$ cat config.mk
export PLATFORM = sky130hd
export DESIGN_NAME = mem_arbiter_flat
export DESIGN_NICKNAME = d
export VERILOG_FILES = /design/src/rtl/mem_arbiter_if.sv /design/src/rtl/mem_arbiter.sv /design/src/flat_wrapper.sv
export SDC_FILE = /design/constraint.sdc
export NUM_CORES = 1
export LEC_CHECK = 0
export CAP_MARGIN = 20
export CELL_PAD_IN_SITES_DETAIL_PLACEMENT = 0
export CELL_PAD_IN_SITES_GLOBAL_PLACEMENT = 1
export CORE_ASPECT_RATIO = 2
export CORE_MARGIN = 10
export CORE_UTILIZATION = 12
export DETAILED_ROUTE_END_ITERATION = 7
export PLACE_DENSITY_LB_ADDON = 0.3
export SYNTH_ARGS = -nofsm -noshare
export SYNTH_HDL_FRONTEND = slang
export SYNTH_SLANG_ARGS = --single-unit
$ cat constraint.sdc
create_clock -name clk -period 2.2 [get_ports clk]
set_clock_uncertainty 0.2 [all_clocks]
set_input_delay 0.22 -clock clk [delete_from_list [all_inputs] [get_ports clk]]
set_output_delay 0.22 -clock clk [all_outputs]
set_load 0.02 [all_outputs]
$ cat src/rtl/mem_arbiter_if.sv
// mem_arbiter_if: fetch, load/store and memory-port signals around the arbiter
interface mem_arbiter_if;
    logic        inst_req;
    logic [31:0] inst_addr;
    logic        inst_addr_ok;
    logic        inst_data_ok;
    logic [31:0] inst_rdata;
    logic        data_req;
    logic        data_wr;
    logic [1:0]  data_size;
    logic [3:0]  data_wstrb;
    logic [31:0] data_addr;
    logic [31:0] data_wdata;
    logic        data_addr_ok;
    logic        data_data_ok;
    logic [31:0] data_rdata;
    logic        mem_req;
    logic        mem_wr;
    logic [1:0]  mem_size;
    logic [3:0]  mem_wstrb;
    logic [31:0] mem_addr;
    logic [31:0] mem_wdata;
    logic        mem_addr_ok;
    logic        mem_data_ok;
    logic [31:0] mem_rdata;

    modport slave (
        input  inst_req, inst_addr, data_req, data_wr, data_size, data_wstrb, data_addr, data_wdata,
               mem_addr_ok, mem_data_ok, mem_rdata,
        output inst_addr_ok, inst_data_ok, inst_rdata, data_addr_ok, data_data_ok, data_rdata,
               mem_req, mem_wr, mem_size, mem_wstrb, mem_addr, mem_wdata
    );

    modport master (
        output inst_req, inst_addr, data_req, data_wr, data_size, data_wstrb, data_addr, data_wdata,
               mem_addr_ok, mem_data_ok, mem_rdata,
        input  inst_addr_ok, inst_data_ok, inst_rdata, data_addr_ok, data_data_ok, data_rdata,
               mem_req, mem_wr, mem_size, mem_wstrb, mem_addr, mem_wdata
    );
endinterface

$ cat src/rtl/mem_arbiter.sv
// mem_arbiter: shares one memory port between fetch and load/store, data-first with bounded fetch starvation
module mem_arbiter #(
    parameter int MAX_DATA_STREAK = 4
) (
    input logic           clk,
    input logic           resetn,
    mem_arbiter_if.slave  bus
);
    typedef enum logic [1:0] {IDLE, ADDR, WAIT} state_t;
    state_t     state;
    logic       grant_data;
    logic [3:0] streak;
    logic       pick_data;
    logic       owner_req;
    logic       in_addr;
    logic       resp;
    always_comb begin
        pick_data = bus.data_req && !(bus.inst_req && streak == 4'(MAX_DATA_STREAK));
        owner_req = grant_data ? bus.data_req : bus.inst_req;
        in_addr   = resetn && state == ADDR;
        resp      = resetn && state == WAIT && bus.mem_data_ok;
    end
    // outputs gated by resetn so nothing leaks during the reset cycle itself
    assign bus.mem_req      = in_addr && owner_req;
    assign bus.mem_wr       = grant_data && bus.data_wr;
    assign bus.mem_size     = grant_data ? bus.data_size : 2'd2;
    assign bus.mem_wstrb    = grant_data ? bus.data_wstrb : 4'd0;
    assign bus.mem_addr     = grant_data ? bus.data_addr : bus.inst_addr;
    assign bus.mem_wdata    = grant_data ? bus.data_wdata : 32'd0;
    assign bus.inst_addr_ok = bus.mem_req && bus.mem_addr_ok && !grant_data;
    assign bus.data_addr_ok = bus.mem_req && bus.mem_addr_ok && grant_data;
    assign bus.inst_data_ok = resp && !grant_data;
    assign bus.data_data_ok = resp && grant_data;
    assign bus.inst_rdata   = bus.mem_rdata;
    assign bus.data_rdata   = bus.mem_rdata;
    always_ff @(posedge clk) begin
        if (!resetn) begin
            state      <= IDLE;
            grant_data <= 1'b0;
            streak     <= 4'd0;
        end else begin
            case (state)
                IDLE: if (bus.inst_req || bus.data_req) begin
                    grant_data <= pick_data;
                    streak     <= (pick_data && bus.inst_req) ? streak + 4'd1 : 4'd0;
                    state      <= ADDR;
                end
                ADDR: state <= (bus.mem_req && bus.mem_addr_ok) ? WAIT : (!owner_req ? IDLE : ADDR);
                WAIT: state <= bus.mem_data_ok ? IDLE : WAIT;
                default: state <= IDLE;
            endcase
        end
    end
endmodule

$ cat src/flat_wrapper.sv
// flat-port wrapper written by rule: the top's interface ports become plain ports
module mem_arbiter_flat 
#(
    parameter int MAX_DATA_STREAK = 4
)
  (clk, resetn, bus_inst_req, bus_inst_addr, bus_data_req, bus_data_wr, bus_data_size, bus_data_wstrb, bus_data_addr, bus_data_wdata, bus_mem_addr_ok, bus_mem_data_ok, bus_mem_rdata, bus_inst_addr_ok, bus_inst_data_ok, bus_inst_rdata, bus_data_addr_ok, bus_data_data_ok, bus_data_rdata, bus_mem_req, bus_mem_wr, bus_mem_size, bus_mem_wstrb, bus_mem_addr, bus_mem_wdata);
  mem_arbiter_if bus_i ();
  input logic clk;
  input logic resetn;
  input wire logic [$bits(bus_i.inst_req)-1:0] bus_inst_req;
  input wire logic [$bits(bus_i.inst_addr)-1:0] bus_inst_addr;
  input wire logic [$bits(bus_i.data_req)-1:0] bus_data_req;
  input wire logic [$bits(bus_i.data_wr)-1:0] bus_data_wr;
  input wire logic [$bits(bus_i.data_size)-1:0] bus_data_size;
  input wire logic [$bits(bus_i.data_wstrb)-1:0] bus_data_wstrb;
  input wire logic [$bits(bus_i.data_addr)-1:0] bus_data_addr;
  input wire logic [$bits(bus_i.data_wdata)-1:0] bus_data_wdata;
  input wire logic [$bits(bus_i.mem_addr_ok)-1:0] bus_mem_addr_ok;
  input wire logic [$bits(bus_i.mem_data_ok)-1:0] bus_mem_data_ok;
  input wire logic [$bits(bus_i.mem_rdata)-1:0] bus_mem_rdata;
  output wire logic [$bits(bus_i.inst_addr_ok)-1:0] bus_inst_addr_ok;
  output wire logic [$bits(bus_i.inst_data_ok)-1:0] bus_inst_data_ok;
  output wire logic [$bits(bus_i.inst_rdata)-1:0] bus_inst_rdata;
  output wire logic [$bits(bus_i.data_addr_ok)-1:0] bus_data_addr_ok;
  output wire logic [$bits(bus_i.data_data_ok)-1:0] bus_data_data_ok;
  output wire logic [$bits(bus_i.data_rdata)-1:0] bus_data_rdata;
  output wire logic [$bits(bus_i.mem_req)-1:0] bus_mem_req;
  output wire logic [$bits(bus_i.mem_wr)-1:0] bus_mem_wr;
  output wire logic [$bits(bus_i.mem_size)-1:0] bus_mem_size;
  output wire logic [$bits(bus_i.mem_wstrb)-1:0] bus_mem_wstrb;
  output wire logic [$bits(bus_i.mem_addr)-1:0] bus_mem_addr;
  output wire logic [$bits(bus_i.mem_wdata)-1:0] bus_mem_wdata;
  assign bus_i.inst_req = bus_inst_req;
  assign bus_i.inst_addr = bus_inst_addr;
  assign bus_i.data_req = bus_data_req;
  assign bus_i.data_wr = bus_data_wr;
  assign bus_i.data_size = bus_data_size;
  assign bus_i.data_wstrb = bus_data_wstrb;
  assign bus_i.data_addr = bus_data_addr;
  assign bus_i.data_wdata = bus_data_wdata;
  assign bus_i.mem_addr_ok = bus_mem_addr_ok;
  assign bus_i.mem_data_ok = bus_mem_data_ok;
  assign bus_i.mem_rdata = bus_mem_rdata;
  assign bus_inst_addr_ok = bus_i.inst_addr_ok;
  assign bus_inst_data_ok = bus_i.inst_data_ok;
  assign bus_inst_rdata = bus_i.inst_rdata;
  assign bus_data_addr_ok = bus_i.data_addr_ok;
  assign bus_data_data_ok = bus_i.data_data_ok;
  assign bus_data_rdata = bus_i.data_rdata;
  assign bus_mem_req = bus_i.mem_req;
  assign bus_mem_wr = bus_i.mem_wr;
  assign bus_mem_size = bus_i.mem_size;
  assign bus_mem_wstrb = bus_i.mem_wstrb;
  assign bus_mem_addr = bus_i.mem_addr;
  assign bus_mem_wdata = bus_i.mem_wdata;
  mem_arbiter #(.MAX_DATA_STREAK(MAX_DATA_STREAK)) u_core (.clk(clk), .resetn(resetn), .bus(bus_i));
endmodule
# Word-level counts from Yosys, hierarchy flattened
# Index checks and enable logic that the tools add are counted.
dict set report word_totals {
  ff_bits 7
  in_bits 141
  output_inout_bits 140
  word_cells 37
}
dict set report op_classes {
  add_sub_neg 1
  n_eq_ne 4
  mux 11
  reduce_logical 18
}
# operator n
set op_table {}
lappend op_table {{$mux 32} 2}
lappend op_table {{$logic_and 1x1->1} 13}
lappend op_table {{$mux 2} 4}
lappend op_table {{$mux 4} 2}
lappend op_table {{$pmux 2 s3} 1}
lappend op_table {{$add 4x1->4 const B} 1}
lappend op_table {{$eq 4x3->1 const B} 1}
lappend op_table {{$eq 2x1->1 const B} 1}
lappend op_table {{$eq 2x2->1 const B} 1}
lappend op_table {{$logic_not 1->1} 2}
lappend op_table {{$logic_not 2->1} 1}
lappend op_table {{$mux 1} 2}
lappend op_table {{$ne 2x1->1 const B} 1}
lappend op_table {{$reduce_and 2->1} 1}
lappend op_table {{$logic_or 1x1->1} 1}

# Depth between registers and ports, before layout
# Gate-level depths: netlist (run 1).
dict set report logic_depth {
  depth_word 6
  depth_mapped 6
  depth_no_buf 6
}

# Worst setup path after synthesis (run 1)
# Ideal clock, no wire load.
dict set report synth_timing {
  kind {reg2out}
  from {reg u_core.state[1]}
  to {out bus_data_addr_ok}
  t_arrival_ns 1.235
  t_required_ns 1.780
  path_slack_ns 0.545
  path_stages_with_launch 5
  n_path_buf 1
  path_cell_list {dfxtp_1 -> clkbuf_1 -> and4bb_2 -> nand2_1 -> nor2_1}
}
dict set report synth_between {
  elab_chain_len 5
}
# element line_no
set synth_rtl {}
lappend synth_rtl {{start: declaration} mem_arbiter.sv:10} ;# state_t state;
lappend synth_rtl {{start signal: assignment} mem_arbiter.sv:48} ;# ADDR: state <= (bus.mem_req && bus.mem_addr_ok) ? WAIT : (!owner_req ? IDLE : ADDR);
lappend synth_rtl {{start signal: assignment} mem_arbiter.sv:49} ;# WAIT: state <= bus.mem_data_ok ? IDLE : WAIT;
lappend synth_rtl {{$eq 2x1->1} mem_arbiter.sv:20} ;# in_addr = resetn && state == ADDR;
lappend synth_rtl {{$logic_and 1x1->1} mem_arbiter.sv:20}
lappend synth_rtl {{$logic_and 1x1->1} mem_arbiter.sv:24} ;# assign bus.mem_req = in_addr && owner_req;
lappend synth_rtl {{via bus_mem_req} flat_wrapper.sv:27} ;# output wire logic [$bits(bus_i.mem_req)-1:0] bus_mem_req;
lappend synth_rtl {{$logic_and 1x1->1 (2 in series)} mem_arbiter.sv:31} ;# assign bus.data_addr_ok = bus.mem_req && bus.mem_addr_ok && grant_data;
lappend synth_rtl {{end: declaration} flat_wrapper.sv:24} ;# output wire logic [$bits(bus_i.data_addr_ok)-1:0] bus_data_addr_ok;
# The timed path passes the listed nets, and every way through them passes these cells.

# Worst setup path in the final report (run 1)
dict set report layout_timing {
  from {reg u_core.grant_data}
  to {out bus_mem_addr[15]}
}
dict set report layout_between {
  elab_chain_len 1
}
# element line_no
set layout_rtl {}
lappend layout_rtl {{start: declaration} mem_arbiter.sv:11} ;# logic grant_data;
lappend layout_rtl {{start signal: assignment} mem_arbiter.sv:44} ;# grant_data <= pick_data;
lappend layout_rtl {{$mux 32} mem_arbiter.sv:28} ;# assign bus.mem_addr = grant_data ? bus.data_addr : bus.inst_addr;
lappend layout_rtl {{end: declaration} flat_wrapper.sv:31} ;# output wire logic [$bits(bus_i.mem_addr)-1:0] bus_mem_addr;
# Every way passes these cells.

==> results of run 1 <==
## flip-flops by register name, indices dropped and copies added (netlist names)
name	cells
u_core.grant_data	1
u_core.state	2
u_core.streak	4
## worst register-to-register path: cells and delay by family, from the launching register on
family	cells	cell delay (ps)
AND/OR/NAND/NOR	2	450
flip-flops	1	330
buffers and inverters	1	70
multiplexers	1	260
adder cells (fa/ha/maj)	1	140
AO/OA/AOI/OAI	1	130
## power breakdown
group | total (W) | internal (W) | switching [W]
Combinational | 0.000671 | 0.000397 | 0.000274
Sequential | 0.000138 | 0.000133 | 0.00000465
Clock | 0.000312 | 0.000241 | 0.0000706
## final timing paths
path | start | endpoint | slack, ps | cells past startpoint
min | bus_mem_rdata[19] | bus_data_rdata[19] | 240 | 0
max | u_core.grant_data$_SDFFE_PN0P_ | bus_mem_addr[15] | 50 | 3
max reg2reg | u_core.streak[0]$_SDFFE_PN0P_ | u_core.streak[0]$_SDFFE_PN0P_ | 510 | 6
min reg2reg | u_core.streak[3]$_SDFFE_PN0P_ | u_core.streak[3]$_SDFFE_PN0P_ | 310 | 1
## through the flow
| stage | util | hold slack (ps) | instance area, um2 | setup TNS [ps] | std cells |
|---|---|---|---|---|---|
| after floorplan | - | 148 | 1540 | 0 | 192 |
| after global placement | 0.251 | 240 | 3150 | -490 | 465 |
| after detailed placement | 0.251 | 240 | 3150 | -510 | 465 |
| after CTS | 0.256 | 240 | 3210 | -4.79 | 469 |
| after global routing | 0.263 | 240 | 3300 | -9.73 | 469 |
| final | 0.263 | 240 | 3300 | 0 | 469 |
## routing by layer
metal | global-route usage | vias up | wire length [um]
li1 | - | 824 | -
met1 | 0.0637 | 748 | 2280
met2 | 0.161 | 100 | 4460
met3 | 0.0353 | 29 | 1030
met4 | 0.0313 | 0 | 294
met5 | 0 | - | 0
## area by class of cell
cell class / count / area, um2
Fill cell: 1385 / 9260
Multi-Input combinational cell: 109 / 873
Timing Repair Buffer: 196 / 2000
Tap cell: 150 / 188
Clock buffer: 4 / 78.8
Inverter: 3 / 11.3
Sequential cell: 7 / 141
## cells in the final DEF, fill, tap and decap left out, drive strengths merged
cell / netlist / layout
a21oi: 1 / 1
ha: 2 / 2
o211ai: 1 / 1
nor3b: 1 / 1
a221oi: 1 / 1
dfxtp: 7 / 7
dlygate4sd2: 0 / 19
o22ai: 1 / 1
a22o: 2 / 2
o31a: 1 / 1
nor2b: 2 / 2
a32oi: 1 / 1
buf: 68 / 12
nor2: 7 / 7
nor4b: 1 / 1
nand3: 3 / 3
a21o: 1 / 1
clkdlybuf4s15: 0 / 1
o31ai: 1 / 1
nand2b: 2 / 2
dlymetal6s2s: 0 / 34
and3b: 1 / 1
nand2: 4 / 4
mux2: 33 / 33
and4bb: 1 / 1
clkbuf: 5 / 5
nand4b: 1 / 1
clkdlybuf4s50: 0 / 129
inv: 3 / 3
mux2i: 1 / 1
and2: 39 / 39
a21boi: 1 / 1
## cell families after synthesis
logic type	synth area share
adder cells (fa/ha/maj)	0.0162
buffers and inverters	0.344
AO/OA/AOI/OAI	0.0593
AND/OR/NAND/NOR	0.241
multiplexers	0.248
flip-flops	0.0910
## repair_timing
action | in CTS | in global routing
pin swaps | 0 | 0
endpoints found under the setup margin | 46 | 39
gates resized for setup | 23 | 37
hold endpoints to repair | 0 | 0
==> impl_metrics.json, run 1 <==
{
  "critPathArrivalTime_ps": 1730,
  "wl_per_cell_um": 17.2,
  "ys_top_cells_by_count": "buf_4, and2_1, mux2_2",
  "rows": 58,
  "ant_nets": 0,
  "power.density_nw_per_um2": 340,
  "antenna_found_initial": 0,
  "die_area_um2": 18000,
  "drtPass1Iterations": 3,
  "critPathTopFamily": "buffers and inverters",
  "ioPinCount": 281,
  "io_buffers": 184,
  "final_layout_size_suffix_gt1_frac": 0.166,
  "cp.buffers_inverters": 2,
  "post-route-period-util": 0.977,
  "grt_pass1_vias": 1911,
  "yosysTopAreaCell": "buf_4",
  "drtIter0Drc": 7,
  "slew_viol_final": 0,
  "grt_pass1_wl_mm": 11.7,
  "core_um2": 12600,
  "clock.fmax_mhz": 465,
  "leakage_nw": 1.74,
  "vdd_drop_max_v": 0.000272,
  "synth.distinct_cells": 29,
  "start_util": 0.123,
  "yosysSeqAreaShare": 0.0910,
  "slew_headroom": 0.811,
  "syn_area_um2": 1540,
  "clk-insertion-delay-late_ps": 230,
  "slowest_delay_ps": 550,
  "clockBufferDepth": 2,
  "worst_pin_slew_ps": 283,
  "cts_made_buffers": 3,
  "ctsHoldBuffers": 0,
  "grt_start_max_net_pins": 32,
  "overflow": 0,
  "async_reset_ff_frac": 0,
  "setup_viol": 0,
  "syn-num-nets": 335,
  "place.gp.congestion": 0.710,
  "critPathKind": "reg -> out",
  "hpwl_mm": 7.16,
  "clkTransAtPathRegs_ps": 40,
  "cts_setup_buffers": 0,
  "crit_fanout": 14,
  "synthTopCellsByArea": "buf_4, mux2_2, and2_1, dfxtp_1, nor2_1",
  "final.min_clock_period_ps": 2150,
  "hold_path.class": "in -> out",
  "vias": 1701,
  "maxCapViolCount": 0,
  "synth_flop_cell": "dfxtp_1",
  "die_w_um": 100,
  "clockRootBuffer": "clkbuf_16",
  "ys_seq_elements": 7,
  "timing.final.ws_setup_ps": 50.5,
  "die_h_um": 180,
  "yosys_warnings": 0,
  "pre_cts_ws_ps": -237,
  "cts_tree": "built",
  "avgSynthCellArea_um2": 8.02,
  "wl_mm": 8.07,
  "end_kind": "primary output",
  "yosys.cell_count.top_type": "buf_4",
  "cp_cell_sequence": "buf_4 -> mux2_2 -> clkdlybuf4s50_1",
  "status": "finished, final reports clean",
  "route.detailed.drc": 0,
  "htree_num_levels": 1,
  "syn_inst": 192,
  "track_usage": 0.0807,
  "cp-start-kind": "register",
  "rsz0062_at_grt": "true",
  "finalHoldViolCount": 0,
  "cts_num_sinks": 7,
  "power_w": 0.00112,
  "crit_required_ps": 1780,
  "cpMaxStageDelayCell": "clkdlybuf4s50_1",
  "layout.nets": 463,
  "antenna_cells": 0,
  "synth-edff-count": 0,
  "synth_top_area_share": 0.312,
  "vias_per_cell": 3.63,
  "area_growth_pct": 114
}
No activity file was read; power rests on OpenSTA's default activity.
==> inputs of run 2 (changes only) <==
- CELL_PAD_IN_SITES_DETAIL_PLACEMENT: 0 -> 1
- RECOVER_POWER: unset -> 50
==> run 2 against run 1 <==
  * Global-route usage grew 0.60 points
  * Clock power about the same
  * Combinational power grew 0.6%
==> impl_metrics.json, run 2 (synthesized netlist as in run 1, its figures left out) <==
{
  "status": "finished, final reports clean",
  "cts_num_sinks": 7,
  "top_regs": "u_core.streak: 4 flops, u_core.state: 2 flops, u_core.grant_data: 1 flops",
  "track_usage": 0.0868,
  "final.min_clock_period_ps": 2130,
  "grt_pass1_vias": 2008,
  "hpwl_mm": 7.52,
  "layout.nets": 463,
  "rsz0062_at_grt": "false",
  "cts_setup_buffers": 0,
  "post-route-period-util": 0.967,
  "critPathKind": "in -> out",
  "pre_cts_ws_ps": -273,
  "drtPass1Iterations": 2,
  "largest_reg_flops": 4,
  "maxCapViolCount": 0,
  "hp-start": "bus_mem_rdata[19]",
  "wl_mm": 8.45,
  "area_growth_pct": 113,
  "grt_pass1_wl_mm": 12.4,
  "clock.fmax_mhz": 470,
  "crit_top_cell": "clkdlybuf4s50_1",
  "power_w": 0.00112,
  "hold_path.class": "in -> out",
  "die_w_um": 100,
  "slew_headroom": 0.802,
  "clk-insertion-delay-late_ps": 230,
  "vdd_drop_max_v": 0.000294,
  "timing.final.ws_setup_ps": 72.5,
  "antenna_cells": 0,
  "critPathArrivalTime_ps": 1710,
  "leakage_nw": 1.71,
  "wl_per_cell_um": 18.0,
  "crit_fanout": 7,
  "end_kind": "primary output",
  "final_layout_size_suffix_gt1_frac": 0.163,
  "final_common_cell": "clkdlybuf4s50_1",
  "vias": 1735,
  "core_um2": 12600,
  "placedInstanceArea_um2": 3150,
  "vias_per_cell": 3.70,
  "power.density_nw_per_um2": 342,
  "slowest_delay_ps": 620,
  "cpMaxStageDelayCell": "clkdlybuf4s50_1",
  "r2r-start": "u_core.streak[0]$_SDFFE_PN0P_",
  "setup_viol": 0,
  "ioPinCount": 281,
  "clockRootBuffer": "clkbuf_16",
  "cts_made_buffers": 3,
  "die_area_um2": 18000,
  "htree_num_levels": 1,
  "startpoint": "resetn",
  "drtIter0Drc": 15,
  "io_buffers": 184,
  "start_util": 0.123,
  "rows": 58,
  "overflow": 0,
  "r2r_slack_ps": 520,
  "crit_required_ps": 1780,
  "die_h_um": 180,
  "slew_viol_final": 0,
  "final_cell_mix": "clkdlybuf4s50_1, and2_1, mux2_2",
  "ant_nets": 0,
  "grt_start_max_net_pins": 32,
  "clockBufferDepth": 2,
  "route.detailed.drc": 0,
  "cts_tree": "built",
  "finalHoldViolCount": 0,
  "hold_slack_ps": 240,
  "cp-start-kind": "primary input",
  "antenna_found_initial": 0,
  "final_area_um2": 3280,
  "regMostFlops": "u_core.streak",
  "worst_pin_slew_ps": 296,
  "place.gp.congestion": 0.710,
  "cp_cell_sequence": "clkdlybuf4s50_1 -> buf_4 -> nand4b_1 -> nor2_1 -> clkdlybuf4s50_1"
}
run 2: cell count changes in the layout (fill, tap and decap cells not counted), sizes merged:
cell           previous run  this run
buf                      12        11
clkbuf                    5         7
clkdlybuf4s50           129       131
dlymetal6s2s             34        31
run 2: per-stage QoR:
stage          cells  setup TNS (ps)  utilization
6_report         469               0        0.262
3_3_place_gp     465            -490        0.251
5_1_grt          469               0        0.262
2_1_floorplan    192               0            -
3_5_place_dp     465            -577        0.251
4_1_cts          469           -23.3        0.256
run 2: worst max-delay path: cells and delay by family:
kind | cells | cell delay [ps]
simple gates | 2 | 250
buf+inv | 3 | 1240
run 2: worst paths after layout:
check,end,depth (start not counted)
max,bus_inst_data_ok,5
min,bus_data_rdata[19],0
max reg2reg,u_core.streak[0]$_SDFFE_PN0P_,6
min reg2reg,u_core.streak[3]$_SDFFE_PN0P_,1
run 2: area by class of cell:
class | count | area (um2)
Clock buffer | 4 | 78.8
Fill cell | 1470 | 9270
Inverter | 3 | 11.3
Tap cell | 150 | 188
Multi-Input combinational cell | 109 | 873
Timing Repair Buffer | 196 | 1990
Sequential cell | 7 | 141
run 2: routing by layer:
layer | routed length (um) | GRT usage
met1 | 2330 | 0.0683
met2 | 4770 | 0.175
met3 | 1010 | 0.0342
met4 | 341 | 0.0364
met5 | 0 | 0
run 2: power breakdown:
group          leakage, nW  switching, W  internal [W]
sequential          0.0574    0.00000507      0.000133
combinational         1.61      0.000278      0.000398
clock               0.0382     0.0000693      0.000241
total                 1.71      0.000352      0.000772
run 2: repair_timing:
| action | 4_1_cts | 5_1_grt |
|---|---|---|
| resized for setup | 23 | 36 |
| hold endpoints to repair | 0 | 0 |
| hold buffers | 0 | 0 |
| gates cloned | 0 | 0 |
| setup endpoints to repair | 46 | 42 |
